**src/rtl/dht11_reader.sv**
```systemverilog
// DHT11 host-side reader: issues the start pulse, follows the response handshake and captures the 40-bit frame.
// Optional macro DHT_CHECKSUM_CHECK_EN enables the checksum verdict (error code 11) in the CHECK state.
module dht11_reader #(
  parameter int START_LOW_US     = 18000,
  parameter int TIMEOUT_US       = 100,
  parameter int BIT_THRESHOLD_US = 40
) (
  input  logic        clk_i,
  input  logic        reset_i,
  input  logic        microssegundo_i,
  input  logic        start_i,
  input  logic        dht_in_i,
  output logic        dht_oe_o,
  output logic        busy_o,
  output logic        done_o,
  output logic        error_o,
  output logic [1:0]  error_code_o,
  output logic [39:0] data_o
);

  typedef enum logic [3:0] {
    S_IDLE,
    S_START_LOW,
    S_WAIT_RESP,
    S_RESP_LOW,
    S_RESP_HIGH,
    S_BIT_LOW,
    S_BIT_HIGH,
    S_CHECK,
    S_FIN,
    S_ERR
  } state_e;

  localparam logic [14:0] StartLowCnt = 15'(START_LOW_US);
  localparam logic [14:0] TimeoutLast = 15'(TIMEOUT_US - 1);
  localparam logic [14:0] BitThresh   = 15'(BIT_THRESHOLD_US);

  state_e      state_q;
  logic [1:0]  msSync_q;
  logic        msPrev_q;
  logic [1:0]  dhtSync_q;
  logic        dhtPrev_q;
  logic [14:0] usCnt_q;
  logic [14:0] usCnt_d;
  logic [5:0]  bitIdx_q;
  logic [39:0] shift_q;
  logic [39:0] shift_d;
  logic [39:0] alignedShift;
  logic        tick;
  logic        dhtRise;
  logic        dhtFall;
  logic        timeoutHit;

  always_ff @(posedge clk_i) begin
    if (reset_i) begin
      msSync_q  <= '0;
      msPrev_q  <= 1'b0;
      dhtSync_q <= '0;
      dhtPrev_q <= 1'b0;
    end else begin
      msSync_q  <= {msSync_q[0], microssegundo_i};
      msPrev_q  <= msSync_q[1];
      dhtSync_q <= {dhtSync_q[0], dht_in_i};
      dhtPrev_q <= dhtSync_q[1];
    end
  end

  assign tick    = msSync_q[1] & ~msPrev_q;
  assign dhtRise = dhtSync_q[1] & ~dhtPrev_q;
  assign dhtFall = ~dhtSync_q[1] & dhtPrev_q;

  // The timeout fires on the very tick that would bring the count to TIMEOUT_US.
  assign timeoutHit = tick && (usCnt_q == TimeoutLast);

  assign usCnt_d = (tick && (usCnt_q != '1)) ? usCnt_q + 15'd1 : usCnt_q;
  assign shift_d = {shift_q[38:0], (usCnt_q > BitThresh)};

  // bitIdx_q counts bits already captured, so this left-aligns a partial frame.
  assign alignedShift = shift_q << (6'd40 - bitIdx_q);

`ifdef DHT_CHECKSUM_CHECK_EN
  logic [7:0] byteSum;
  logic       checksumBad;
  assign byteSum     = shift_q[39:32] + shift_q[31:24] + shift_q[23:16] + shift_q[15:8];
  assign checksumBad = (byteSum != shift_q[7:0]);
`endif

  always_ff @(posedge clk_i) begin
    if (reset_i) begin
      state_q      <= S_IDLE;
      usCnt_q      <= '0;
      bitIdx_q     <= '0;
      shift_q      <= '0;
      dht_oe_o     <= 1'b0;
      busy_o       <= 1'b0;
      done_o       <= 1'b0;
      error_o      <= 1'b0;
      error_code_o <= 2'b00;
      data_o       <= '0;
    end else begin
      usCnt_q <= usCnt_d;
      done_o  <= 1'b0;
      unique case (state_q)
        S_IDLE: begin
          dht_oe_o <= 1'b0;
          if (start_i) begin
            busy_o       <= 1'b1;
            error_o      <= 1'b0;
            error_code_o <= 2'b00;
            data_o       <= '0;
            shift_q      <= '0;
            bitIdx_q     <= '0;
            dht_oe_o     <= 1'b1;
            usCnt_q      <= '0;
            state_q      <= S_START_LOW;
          end
        end
        S_START_LOW: begin
          if (usCnt_q == StartLowCnt) begin
            dht_oe_o <= 1'b0;
            usCnt_q  <= '0;
            state_q  <= S_WAIT_RESP;
          end
        end
        S_WAIT_RESP: begin
          if (dhtFall) begin
            usCnt_q <= '0;
            state_q <= S_RESP_LOW;
          end else if (timeoutHit) begin
            error_code_o <= 2'b01;
            usCnt_q      <= '0;
            state_q      <= S_ERR;
          end
        end
        S_RESP_LOW: begin
          if (dhtRise) begin
            usCnt_q <= '0;
            state_q <= S_RESP_HIGH;
          end else if (timeoutHit) begin
            error_code_o <= 2'b01;
            usCnt_q      <= '0;
            state_q      <= S_ERR;
          end
        end
        S_RESP_HIGH: begin
          if (dhtFall) begin
            bitIdx_q <= '0;
            usCnt_q  <= '0;
            state_q  <= S_BIT_LOW;
          end else if (timeoutHit) begin
            error_code_o <= 2'b01;
            usCnt_q      <= '0;
            state_q      <= S_ERR;
          end
        end
        S_BIT_LOW: begin
          if (dhtRise) begin
            usCnt_q <= '0;
            state_q <= S_BIT_HIGH;
          end else if (timeoutHit) begin
            error_code_o <= 2'b10;
            usCnt_q      <= '0;
            state_q      <= S_ERR;
          end
        end
        S_BIT_HIGH: begin
          // An edge landing on the timeout tick still counts as a valid bit.
          if (dhtFall) begin
            shift_q  <= shift_d;
            bitIdx_q <= bitIdx_q + 6'd1;
            usCnt_q  <= '0;
            state_q  <= (bitIdx_q == 6'd39) ? S_CHECK : S_BIT_LOW;
          end else if (timeoutHit) begin
            error_code_o <= 2'b10;
            usCnt_q      <= '0;
            state_q      <= S_ERR;
          end
        end
        S_CHECK: begin
          data_o  <= shift_q;
          usCnt_q <= '0;
          state_q <= S_FIN;
`ifdef DHT_CHECKSUM_CHECK_EN
          if (checksumBad) begin
            error_code_o <= 2'b11;
            state_q      <= S_ERR;
          end
`endif
        end
        S_FIN: begin
          done_o  <= 1'b1;
          busy_o  <= 1'b0;
          usCnt_q <= '0;
          state_q <= S_IDLE;
        end
        S_ERR: begin
          done_o  <= 1'b1;
          busy_o  <= 1'b0;
          error_o <= 1'b1;
          data_o  <= alignedShift;
          usCnt_q <= '0;
          state_q <= S_IDLE;
        end
        default: begin
          dht_oe_o <= 1'b0;
          busy_o   <= 1'b0;
          usCnt_q  <= '0;
          state_q  <= S_IDLE;
        end
      endcase
    end
  end

endmodule

```
**config.mk**
```make
export PLATFORM = sky130hd
export DESIGN_NAME = dht11_reader
export DESIGN_NICKNAME = d
export VERILOG_FILES = /design/src/rtl/dht11_reader.sv
export SDC_FILE = /design/constraint.sdc
export NUM_CORES = 1
export LEC_CHECK = 0
export CAP_MARGIN = 20
export CORE_AREA = 2 2 123 125
export CTS_CLUSTER_SIZE = 25
export DETAILED_ROUTE_END_ITERATION = 10
export DIE_AREA = 0 0 125 127
export PLACE_DENSITY = 0.68
export SETUP_SLACK_MARGIN = 0.3
export SYNTH_ARGS = -nofsm -noshare
export SYNTH_HDL_FRONTEND = slang
export SYNTH_SLANG_ARGS = --single-unit
```
**constraint.sdc**
```tcl
create_clock -name clk_i -period 7.41 [get_ports clk_i]
set_clock_uncertainty 0.05 [all_clocks]
set_input_delay 0.741 -clock clk_i [delete_from_list [all_inputs] [get_ports clk_i]]
set_output_delay 0.741 -clock clk_i [all_outputs]
set_load 0.1 [all_outputs]
```
### Word level (Yosys, flattened, before mapping)

Index checks and enable logic that the tools add are counted.

| storage, ports and cells | value |
|---|---|
| register bits | 117 |
| bits of input ports | 5 |
| output and inout bits | 46 |
| logic and storage cells | 111 |

| cells by class | value |
|---|---|
| add/subtract/negate cells | 3 |
| magnitude comparators | 1 |
| equality and inequality tests | 21 |
| shift-type cells | 1 |
| muxes and demuxes | 41 |
| bitwise gates (word level) | 8 |
| reductions and logical operators | 22 |

Operator list:

| operator | number |
|---|---|
| $pmux W40 S3 | 1 |
| $mux W15 | 6 |
| $mux W40 | 2 |
| $pmux W40 S2 | 1 |
| $pmux W15 S4 | 1 |
| $shl A40 B6 Y40 | 1 |
| $mux W4 | 8 |
| $pmux W4 S8 | 1 |
| $mux W6 | 3 |
| $pmux W6 S3 | 1 |
| $eq A4 B3 Y1 const B | 4 |
| $mux W2 | 8 |
| $ne A2 B2 Y1 const B | 8 |
| $add A15 B1 Y15 const B | 1 |
| $eq A15 B15 Y1 const B | 1 |
| $eq A15 B7 Y1 const B | 1 |
| $gt A15 B6 Y1 const B | 1 |
| $ne A15 B15 Y1 const B | 1 |
| $pmux W2 S5 | 1 |
| $reduce_and A2 Y1 | 5 |
| $eq A4 B2 Y1 const B | 2 |
| $eq A4 B4 Y1 const B | 2 |
| $reduce_or A8 Y1 | 1 |
| $reduce_or A7 Y1 | 1 |
| 19 further kinds | 35 |

### Depth between registers and ports, before layout

Gate-level depths: netlist of run 1.

| logic depth | value |
|---|---|
| depth in word-level cells | 7 |
| depth in mapped cells | 14 |
| gate-level depth less buffers | 8 |

### Least setup slack after synthesis of run 1

OpenSTA, ideal clock, no wires.

| timing | value |
|---|---|
| kind | register to register |
| start | register bitIdx_q[0] |
| end | register data_o[23] |
| setup time | 0.134 ns |
| arrival | 2.835 ns |
| data required time | 7.226 ns |
| setup slack | 4.391 ns |
| stages on the path, launching flop included | 14 |
| buffers on the path | 5 |
| period minus slack after synthesis | 3.019 ns |
| cells stage by stage | dfxtp_1 > buf_6 > inv_1 > buf_6 > buf_2 > ha_1 > buf_6 > buf_6 > mux2_2 > mux4_1 > nor2_1 > a21oi_1 > a221oi_1 > a211oi_1 |

| on the way | value |
|---|---|
| cells in the longest elaborated chain, start to end | 3 |

RTL lines:

| element | RTL line | source |
|---|---|---|
| start: declaration | 45 | `logic [5:0] bitIdx_q;` |
| start signal: assignment | 170 | `bitIdx_q <= bitIdx_q + 6'd1;` |
| $sub A6 B6 Y6 | 79 | `assign alignedShift = shift_q << (6'd40 - bitIdx_q);` |
| $shl A40 B6 Y40 | 79 |  |
| $pmux W40 S3 | 103 | `unique case (state_q)` |
| end signal: assignment | 180 | `data_o <= shift_q;` |
| end signal: assignment | 200 | `data_o <= alignedShift;` |
| end: declaration | 18 | `output logic [39:0] data_o` |

No other way between the ends.
A chain may end at the register's enable or synchronous reset.

### Worst setup path after layout of run 1

Same ends and word-level chain as after synthesis.

==> flow_metrics.tcl, run 1 <==
set metrics [dict create \
    grt_start_max_net_pins 98 \
    die-area_um2 15880 \
    min_period_ps 4131 \
    min_period_over_period_pct 55.74 \
    ys_ff_latch 117 \
    power.leakage_nw 2.731 \
    p_switching_w 0.0006157 \
    first_iter_violations 810 \
    routedWlPerCell_um 22.72 \
    ys_seq_area_share_pct 32.86 \
    cts.sinks 117 \
    slew_headroom_pct 31.72 \
    areaGrowthSynthToFinish_pct 14.73 \
    grt_usage_pct 28.82 \
    antenna_found_initial 0 \
    setup_viol 0 \
    io_buffers 50 \
    overflow 0 \
    rrSetupSlack_ps 3280 \
    placed_cell_area_um2 7606 \
    synth_area_leaders "dfxtp_1 (33%), mux2i_1 (8.1%), mux4_2 (7.0%), nor2_1 (6.5%), a22oi_1 (4.6%)" \
    cp_max_fo 30 \
    final_max_slew_viol_count 0 \
    async_flop_share_pct 0 \
    comb_power_share_pct 20.6 \
    power_density_nw_per_um2 225.2 \
    worst_slew_pin_slew_ps 1024 \
    netlist_area_um2 7128 \
    fillCellCount 1290 \
    maxCapViolations 0 \
    fin_tns_setup_ps 0 \
    numCtsBuffers 17 \
    final_cell_mix "nor2_1 (122), dfxtp_1 (116), nand2_1 (66)" \
    gp_congestion 0.9429 \
    clkSlewWorstSetupHoldPaths_ps 60 \
    core_area_um2 14420 \
    maxClockFrequency_ghz 0.2421 \
    yosysTopAreaCellShare_pct 32.86 \
    die_height_um 127 \
    die_x_um 125 \
    root_buffer "clkbuf_16" \
    ios 51 \
    post-cts-setup-buffers 0 \
    sequentialPowerShare_pct 36.1 \
    p_int_w 0.001226 \
    cts_buffer_depth 2 \
    holdBufCountCts 0 \
    post_cts_resized 0 \
    clk_latency_ps 430 \
    final_area_um2 8178 \
    firstDrtPassIters 6 \
    cp_slowest_cell "ha_2" \
    worstSetupPathType "reg -> reg" \
    fin_nets 820 \
    path_cells "inv_1 -> ha_2 -> buf_4 -> mux2_2 -> mux4_1 -> nor2_1 -> a21oi_1 -> a221oi_1 -> a211oi_1" \
    startpoint_type "register" \
    grt_pass1_vias 6171 \
    ant_nets 0 \
    syn-mean-instance-area_um2 8.944 \
    synth_flop_cell "dfxtp_1" \
    rsz0062_at_grt "no" \
    holdWs_ps 405.0 \
    yosys.area.top_type "dfxtp_1" \
    layout_commonest_cell "nor2_1" \
    end_kind "register" \
    syn_inst 797 \
    synth_edf_count 0 \
    synth_nets 806 \
    cts_tree "done" \
    irDropWorstVdd_mv 0.1603 \
    cp.required_ps 7610 \
    drive_gt1_share_pct 12.38 \
    htree_levels 4 \
    hold_viol 0 \
    num_vias 6599 \
    worstPathArrival_ps 4330 \
    start_util_pct 49.42 \
    via_per_inst 6.547 \
    synth_warnings 0 \
    switching_share_pct 33.42 \
    pwr-share-clk_pct 43.3 \
    place_hpwl_um 15820 \
    post-route-util_pct 56.70 \
    diodes 0 \
    outcome "finished clean" \
    drc_errors 0 \
    max_stage_delay_ps 880 \
    grt_pass1_wl_um 35850 \
    hold_path.class "reg -> reg" \
    rows 44 \
    drt-total-wl_um 22900 \
    synth_cell_types 68 \
]
==> synthesized netlist by cell type, types with 6 or more instances <==
cell type and instances:
a211oi_1 17, o211ai_1 9, nand4_1 10, inv_1 12
xnor2_1 11, a222oi_1 12, a21oi_1 31, mux2_2 9
buf_4 7, a22oi_1 44, nand2_1 66, a221oi_1 22
clkbuf_1 34, buf_6 12, nand3_1 19, nor2_1 123
mux4_2 22, xor2_1 11, o21ai_0 17, nor3_1 22
a31oi_1 6, buf_2 14, mux2i_1 58, nor2b_1 10
dfxtp_1 117, or3_1 6
==> metrics by stage <==
stage / power [W] / setup slack [ps] / cells
global route: 0.001900 / 3066 / 1008
detailed placement: 0.001054 / 3384 / 976
CTS: 0.001849 / 3360 / 1008
finish: 0.001842 / 3279 / 1008
floorplan: 0.0009818 / 4391 / 797
global placement: 0.001050 / 3454 / 976
==> sequential cells by signal, indices dropped and copies added, names as in the netlist <==
name and count:
done_o 1, error_code_o 2, shift_q 40, dhtPrev_q 1, bitIdx_q 6, usCnt_q 15, msPrev_q 1, dhtSync_q 2
error_o 1, dht_oe_o 1, state_q 4, msSync_q 2, busy_o 1, data_o 40
==> final cells by class <==
cell class                 instances  area, um2  share of cell area [%]
multi-input combinational        600       4394                   53.73
sequential                       117       2344                   28.66
timing repair buffer              63      593.1                   7.252
clock buffer                      17      425.4                   5.202
tap                              184      230.2                   2.815
clock inverter                    15      146.4                   1.790
inverter                          12      45.04                  0.5508
==> cell families after synthesis <==
kind of cell,count (synthesis),synth area share (%)
adder cells (fa/ha/maj),4,0.7022
buffers and inverters,80,6.091
AND/OR/NAND/NOR,285,18.33
multiplexers,93,17.99
flip-flops,117,32.86
AO/OA/AOI/OAI,195,21.10
XOR/XNOR,23,2.931
==> power groups by stage <==
stage / Combinational, W / Sequential, W / Clock, W
final: 0.000380 / 0.000666 / 0.000797
after global routing: 0.000400 / 0.000667 / 0.000833
after CTS: 0.000377 / 0.000665 / 0.000807
after detailed placement: 0.000375 / 0.000679 / 0
after global placement: 0.000372 / 0.000678 / 0
after floorplan: 0.000209 / 0.000773 / 0
==> path summary, 6_finish.rpt <==
path | endpoint | from | depth (start not counted)
min reg2reg | msSync_q[1]$_SDFF_PP0_ | msSync_q[0]$_SDFF_PP0_ | 1
min | msSync_q[1]$_SDFF_PP0_ | msSync_q[0]$_SDFF_PP0_ | 1
max | data_o[23]$_SDFFE_PP0P_ | bitIdx_q[0]$_SDFFE_PP0P_ | 9
max reg2reg | data_o[23]$_SDFFE_PP0P_ | bitIdx_q[0]$_SDFFE_PP0P_ | 9
==> per-layer routing <==
| layer | track usage (%) | routed length, um | vias to the layer above | share of wire, % |
|---|---|---|---|---|
| li1 | - | - | 3029 | - |
| met1 | 42.88 | 10660 | 3233 | 47 |
| met2 | 42.77 | 10090 | 305 | 44 |
| met3 | 5.444 | 1805 | 32 | 7.9 |
| met4 | 8.170 | 346 | 0 | 1.5 |
| met5 | 0 | 0 | - | 0 |
==> worst max-delay path, delay by kind of cell, from the launching register on <==
family                     cells  cell delay (ps)
DFF                            1              310
and+or+nand+nor                1              130
AOI/OAI and AO/OA              3              530
adders and majority gates      1              880
buffers and inverters          2             1130
muxes                          2              930
(Power assumes the default switching activity.)
==> inputs of run 2 (changes only) <==
--- a/config.mk
+++ b/config.mk
@@ -10,7 +10,7 @@
 export CTS_CLUSTER_SIZE = 25
 export DETAILED_ROUTE_END_ITERATION = 10
 export DIE_AREA = 0 0 125 127
-export PLACE_DENSITY = 0.68
+export PLACE_DENSITY = 0.7
 export SETUP_SLACK_MARGIN = 0.3
 export SYNTH_ARGS = -nofsm -noshare
 export SYNTH_HDL_FRONTEND = slang
==> constraint.sdc (replaced) <==
create_clock -name clk_i -period 3.5 [get_ports clk_i]
set_clock_uncertainty 0.05 [all_clocks]
set_input_delay 0.35 -clock clk_i [delete_from_list [all_inputs] [get_ports clk_i]]
set_output_delay 0.35 -clock clk_i [all_outputs]
set_load 0.1 [all_outputs]
==> flow_metrics.tcl, run 2 (synthesis results as in run 1) <==
set metrics [dict create \
    cp_slowest_cell "ha_2" \
    startpoint_type "register" \
    hold_viol 0 \
    cts.sinks 117 \
    clkSlewWorstSetupHoldPaths_ps 60 \
    maxCapViolations 0 \
    cts_tree "done" \
    worstSetupPathType "reg -> reg" \
    outcome "finished clean" \
    via_per_inst 6.543 \
    irDropWorstVdd_mv 0.3756 \
    final_max_slew_viol_count 0 \
    drc_errors 0 \
    rsz0062_at_grt "no" \
    power.leakage_nw 2.826 \
    worstPathArrival_ps 3320 \
    multiInputGateArea_um2 4405 \
    die_x_um 125 \
    areaGrowthSynthToFinish_pct 17.45 \
    htree_levels 4 \
    routedWlPerCell_um 22.09 \
    power_density_nw_per_um2 488.3 \
    layout_commonest_cell "nor2_1" \
    end_kind "register" \
    drt-total-wl_um 22490 \
    cp.buffers_inverters 3 \
    die-area_um2 15880 \
    final_cells 1018 \
    final_cell_mix "nor2_1 (122), dfxtp_1 (116), nand2_1 (66)" \
    overflow 0 \
    max_stage_delay_ps 540 \
    grt_pass1_vias 6233 \
    ant_nets 0 \
    place_hpwl_um 15950 \
    start_util_pct 49.42 \
    rows 44 \
    hold_path.class "reg -> reg" \
    ios 51 \
    cp.required_ps 3800 \
    holdBufCountCts 0 \
    crit_family "multiplexers" \
    firstDrtPassIters 6 \
    cts_buffer_depth 2 \
    cp_max_fo 33 \
    worst_slew_pin_slew_ps 1015 \
    fillCellCount 1275 \
    path_cells "inv_1 -> ha_2 -> buf_12 -> buf_4 -> mux2i_1 -> mux2_2 -> mux4_1 -> nor2_1 -> a21oi_1 -> o211ai_1" \
    min_period_ps 3023 \
    diodes 0 \
    dp.cells 986 \
    maxClockFrequency_ghz 0.3308 \
    drive_gt1_share_pct 13.43 \
    numCtsBuffers 17 \
    num_vias 6661 \
    min_period_over_period_pct 86.37 \
    antenna_found_initial 0 \
    io_buffers 50 \
    regArea_um2 2344 \
    core_area_um2 14420 \
    root_buffer "clkbuf_16" \
    die_height_um 127 \
    setup_viol 0 \
    first_iter_violations 752 \
    grt_start_max_net_pins 52 \
    gp_congestion 0.9728 \
    fin_tns_setup_ps 0 \
    fin_nets 830 \
    largestRegisters "data_o x40, shift_q x40, usCnt_q x15" \
    slew_headroom_pct 32.36 \
    grt_pass1_wl_um 35490 \
    clk_latency_ps 430 \
    grt_usage_pct 28.41 \
]
[run 2: layout make-up]
| cell class | instances | share of cell area, % |
|---|---|---|
| Multi-Input combinational cell | 600 | 52.62 |
| Sequential cell | 117 | 27.99 |
| Timing Repair Buffer | 73 | 8.579 |
| Clock buffer | 21 | 5.739 |
| Tap cell | 184 | 2.750 |
| Clock inverter | 11 | 1.779 |
| Inverter | 12 | 0.5380 |
[run 2: path summary, 6_finish.rpt]
kind / start / to / cells after the start / slack [ps]
setup / recovery: bitIdx_q[1]$_SDFFE_PP0P_ / data_o[39]$_SDFFE_PP0P_ / 10 / 480
hold / removal: dhtSync_q[0]$_SDFF_PP0_ / dhtSync_q[1]$_SDFF_PP0_ / 1 / 390
setup reg to reg: bitIdx_q[1]$_SDFFE_PP0P_ / data_o[39]$_SDFFE_PP0P_ / 10 / 480
hold reg to reg: dhtSync_q[0]$_SDFF_PP0_ / dhtSync_q[1]$_SDFF_PP0_ / 1 / 390
[run 2: per-layer routing]
| layer | wire length [um] | share of wire [%] | GRT usage (%) | up-vias |
|---|---|---|---|---|
| met5 | 0 | 0 | 0 | - |
| met4 | 371 | 1.6 | 9.020 | 0 |
| met3 | 2106 | 9.4 | 5.779 | 34 |
| met2 | 9735 | 43 | 41.72 | 342 |
| met1 | 10280 | 46 | 42.04 | 3233 |
| li1 | - | - | - | 3052 |
[run 2: worst register-to-register path, stage by stage, from the launching register on]
cell      delay, ps
dfxtp_1         460
inv_1            80
ha_2            540
buf_12          270
buf_4           280
mux2i_1         120
mux2_2          320
mux4_1          510
nor2_1          100
a21oi_1          50
o211ai_1        170
[run 2: where the power goes]
group	internal (W)	switching [W]	total [W]
Clock	0.00119	0.000649	0.00184
Sequential	0.00137	0.0000377	0.00141
Combinational	0.000257	0.000579	0.000836
[run 2: what timing repair did]
| item | 4_1_cts | 5_1_grt |
|---|---|---|
| setup buffers | 0 | 0 |
| endpoints found under the setup margin | 0 | 1 |
| resized for setup | 0 | 1 |
[run 2: stage by stage]
stage	instance area, um2	worst slack, ps	hold WS, ps	utilization (%)	total power [W]
global route	8372	320.7	426.4	58.04	0.004215
global placement	7731	551.1	373.8	53.60	0.002253
floorplan	7128	480.9	363.8	-	0.002079
detailed placement	7731	483.7	376.6	53.60	0.002261
finish	8372	476.9	387.2	58.04	0.004088
CTS	8361	473.2	390.1	57.96	0.004095
==> inputs of run 3 (changes only) <==
--- a/config.mk
+++ b/config.mk
@@ -10,7 +10,8 @@
 export CTS_CLUSTER_SIZE = 25
 export DETAILED_ROUTE_END_ITERATION = 10
 export DIE_AREA = 0 0 125 127
-export PLACE_DENSITY = 0.7
+export DONT_BUFFER_PORTS = 1
+export PLACE_DENSITY_LB_ADDON = 0.05
 export SETUP_SLACK_MARGIN = 0.3
 export SYNTH_ARGS = -nofsm -noshare
 export SYNTH_HDL_FRONTEND = slang
==> flow_metrics.tcl, run 3 (synthesis results as in run 1) <==
set metrics [dict create \
    outcome "finished clean" \
    cp.required_ps 3750 \
    numCtsBuffers 17 \
    drive_gt1_share_pct 15.33 \
    first_iter_violations 698 \
    regArea_um2 2344 \
    post-cts-setup-buffers 0 \
    root_buffer "clkbuf_16" \
    clkSlewWorstSetupHoldPaths_ps 60 \
    grt_pass1_vias 5937 \
    grt_pass1_wl_um 36480 \
    drt-total-wl_um 23410 \
    final_cells 980 \
    rr_worst_depth 9 \
    worstPathArrival_ps 3260 \
    power_density_nw_per_um2 519.7 \
    end_kind "register" \
    num_vias 6530 \
    final_cell_mix "nor2_1 (122), dfxtp_1 (116), nand2_1 (66)" \
    final_max_slew_viol_count 0 \
    grt_start_max_net_pins 90 \
    antenna_found_initial 0 \
    setup_viol 0 \
    maxClockFrequency_ghz 0.3316 \
    final_area_um2 7980 \
    gp_congestion 0.9526 \
    fin_tns_setup_ps 0 \
    startpoint_type "register" \
    crit_start "bitIdx_q[1]$_SDFFE_PP0P_" \
    rsz0062_at_grt "no" \
    min_period_over_period_pct 86.16 \
    holdWs_ps 25.24 \
    r2r-start "bitIdx_q[1]$_SDFFE_PP0P_" \
    maxCapViolations 0 \
    die_height_um 127 \
    die-area_um2 15880 \
    hold-path-cell-count 1 \
    rrSetupSlack_ps 480 \
    hold_path.class "in -> reg" \
    grt_usage_pct 29.81 \
    layout_commonest_cell "nor2_1" \
    slew_headroom_pct 25.78 \
    largestRegisters "data_o x40, shift_q x40, usCnt_q x15" \
    cts_tree "done" \
    hp-start "microssegundo_i" \
    areaGrowthSynthToFinish_pct 11.95 \
    min_period_ps 3016 \
    fillCellCount 1341 \
    fin_nets 792 \
    rows 44 \
    core_area_um2 14420 \
    worstSetupPathType "reg -> reg" \
    ant_nets 0 \
    die_x_um 125 \
    worst_slew_pin_slew_ps 1112 \
    hold_path_end "msSync_q[0]$_SDFF_PP0_" \
    dp.cells 946 \
    irDropWorstVdd_mv 0.4648 \
    r2r-end "data_o[23]$_SDFFE_PP0P_" \
    overflow 0 \
    place_hpwl_um 16790 \
    via_per_inst 6.663 \
    routedWlPerCell_um 23.88 \
    post_cts_resized 0 \
    clk_latency_ps 420 \
    diodes 0 \
    htree_levels 4 \
    cts_buffer_depth 2 \
    firstDrtPassIters 7 \
    start_util_pct 49.42 \
    ios 51 \
    power.leakage_nw 2.725 \
    hold_viol 0 \
    drc_errors 0 \
    placed_cell_area_um2 7281 \
    cts.sinks 117 \
    cp_max_fo 30 \
    io_buffers 0 \
    multiInputGateArea_um2 4394 \
]
run 3: cell types whose count changed in the layout (fill, tap and decap cells not counted), moves of 2 or more:
cell | before | now
buf_12 | 4 | 1
buf_4 | 19 | 31
bufinv_16 | 3 | 5
clkbuf_8 | 4 | 1
clkdlybuf4s50_1 | 49 | 0
inv_6 | 0 | 3
run 3: what timing repair did:
| item | 4_1_cts | 5_1_grt |
|---|---|---|
| hold buffers | 2 | 0 |
| setup endpoints to repair | 0 | 0 |
| endpoints found under the hold margin | 89 | 0 |
run 3: layer usage:
| layer | wire (um) | GRT usage (%) |
|---|---|---|
| met1 | 11090 | 44.51 |
| met2 | 10100 | 44.12 |
| met3 | 1816 | 5.988 |
| met4 | 408 | 7.843 |
| met5 | 0 | 0 |
run 3: per-stage QoR:
stage | utilization (%) | setup WS [ps] | power [W]
finish | 55.33 | 484.4 | 0.004147
global route | 55.33 | 367.2 | 0.004281
CTS | 55.33 | 513.2 | 0.004161
detailed placement | 50.48 | 533.5 | 0.002182
global placement | 50.37 | 551.3 | 0.002175
floorplan | - | 480.9 | 0.002079
run 3: area by class of cell:
type | instances | share of cell area (%)
repair buffers | 35 | 3.826
clock buffers | 18 | 5.503
clock inverters | 14 | 2.791
inverters | 12 | 0.5644
flip-flops and latches | 117 | 29.37
well taps | 184 | 2.885
multi-input cells | 600 | 55.06
run 3: power by group:
| group | total (W) | internal (W) | leakage [nW] | switching (W) |
|---|---|---|---|---|
| registers | 0.00164 | 0.00137 | 0.949 | 0.000265 |
| logic | 0.000548 | 0.000208 | 1.46 | 0.000340 |
| clock network | 0.00196 | 0.00129 | 0.318 | 0.000673 |
| total | 0.00415 | 0.00287 | 2.73 | 0.00128 |
run 3: worst max path at each step:
stage                                   end  cells past startpoint
floorplan           data_o[23]$_SDFFE_PP0P_                     13
global placement    data_o[33]$_SDFFE_PP0P_                      9
detailed placement  data_o[23]$_SDFFE_PP0P_                      9
CTS                 data_o[23]$_SDFFE_PP0P_                      9
global route          usCnt_q[2]$_SDFF_PP0_                      6
finish              data_o[23]$_SDFFE_PP0P_                      9
run 3: critical path, cell delays in order (launching register included):
cell and delay (ps):
dfxtp_1 440, inv_1 80, ha_2 540, buf_12 260, mux2_2 360, mux4_1 540, nor2_1 120, a21oi_1 70
a221oi_1 290, a211oi_1 110
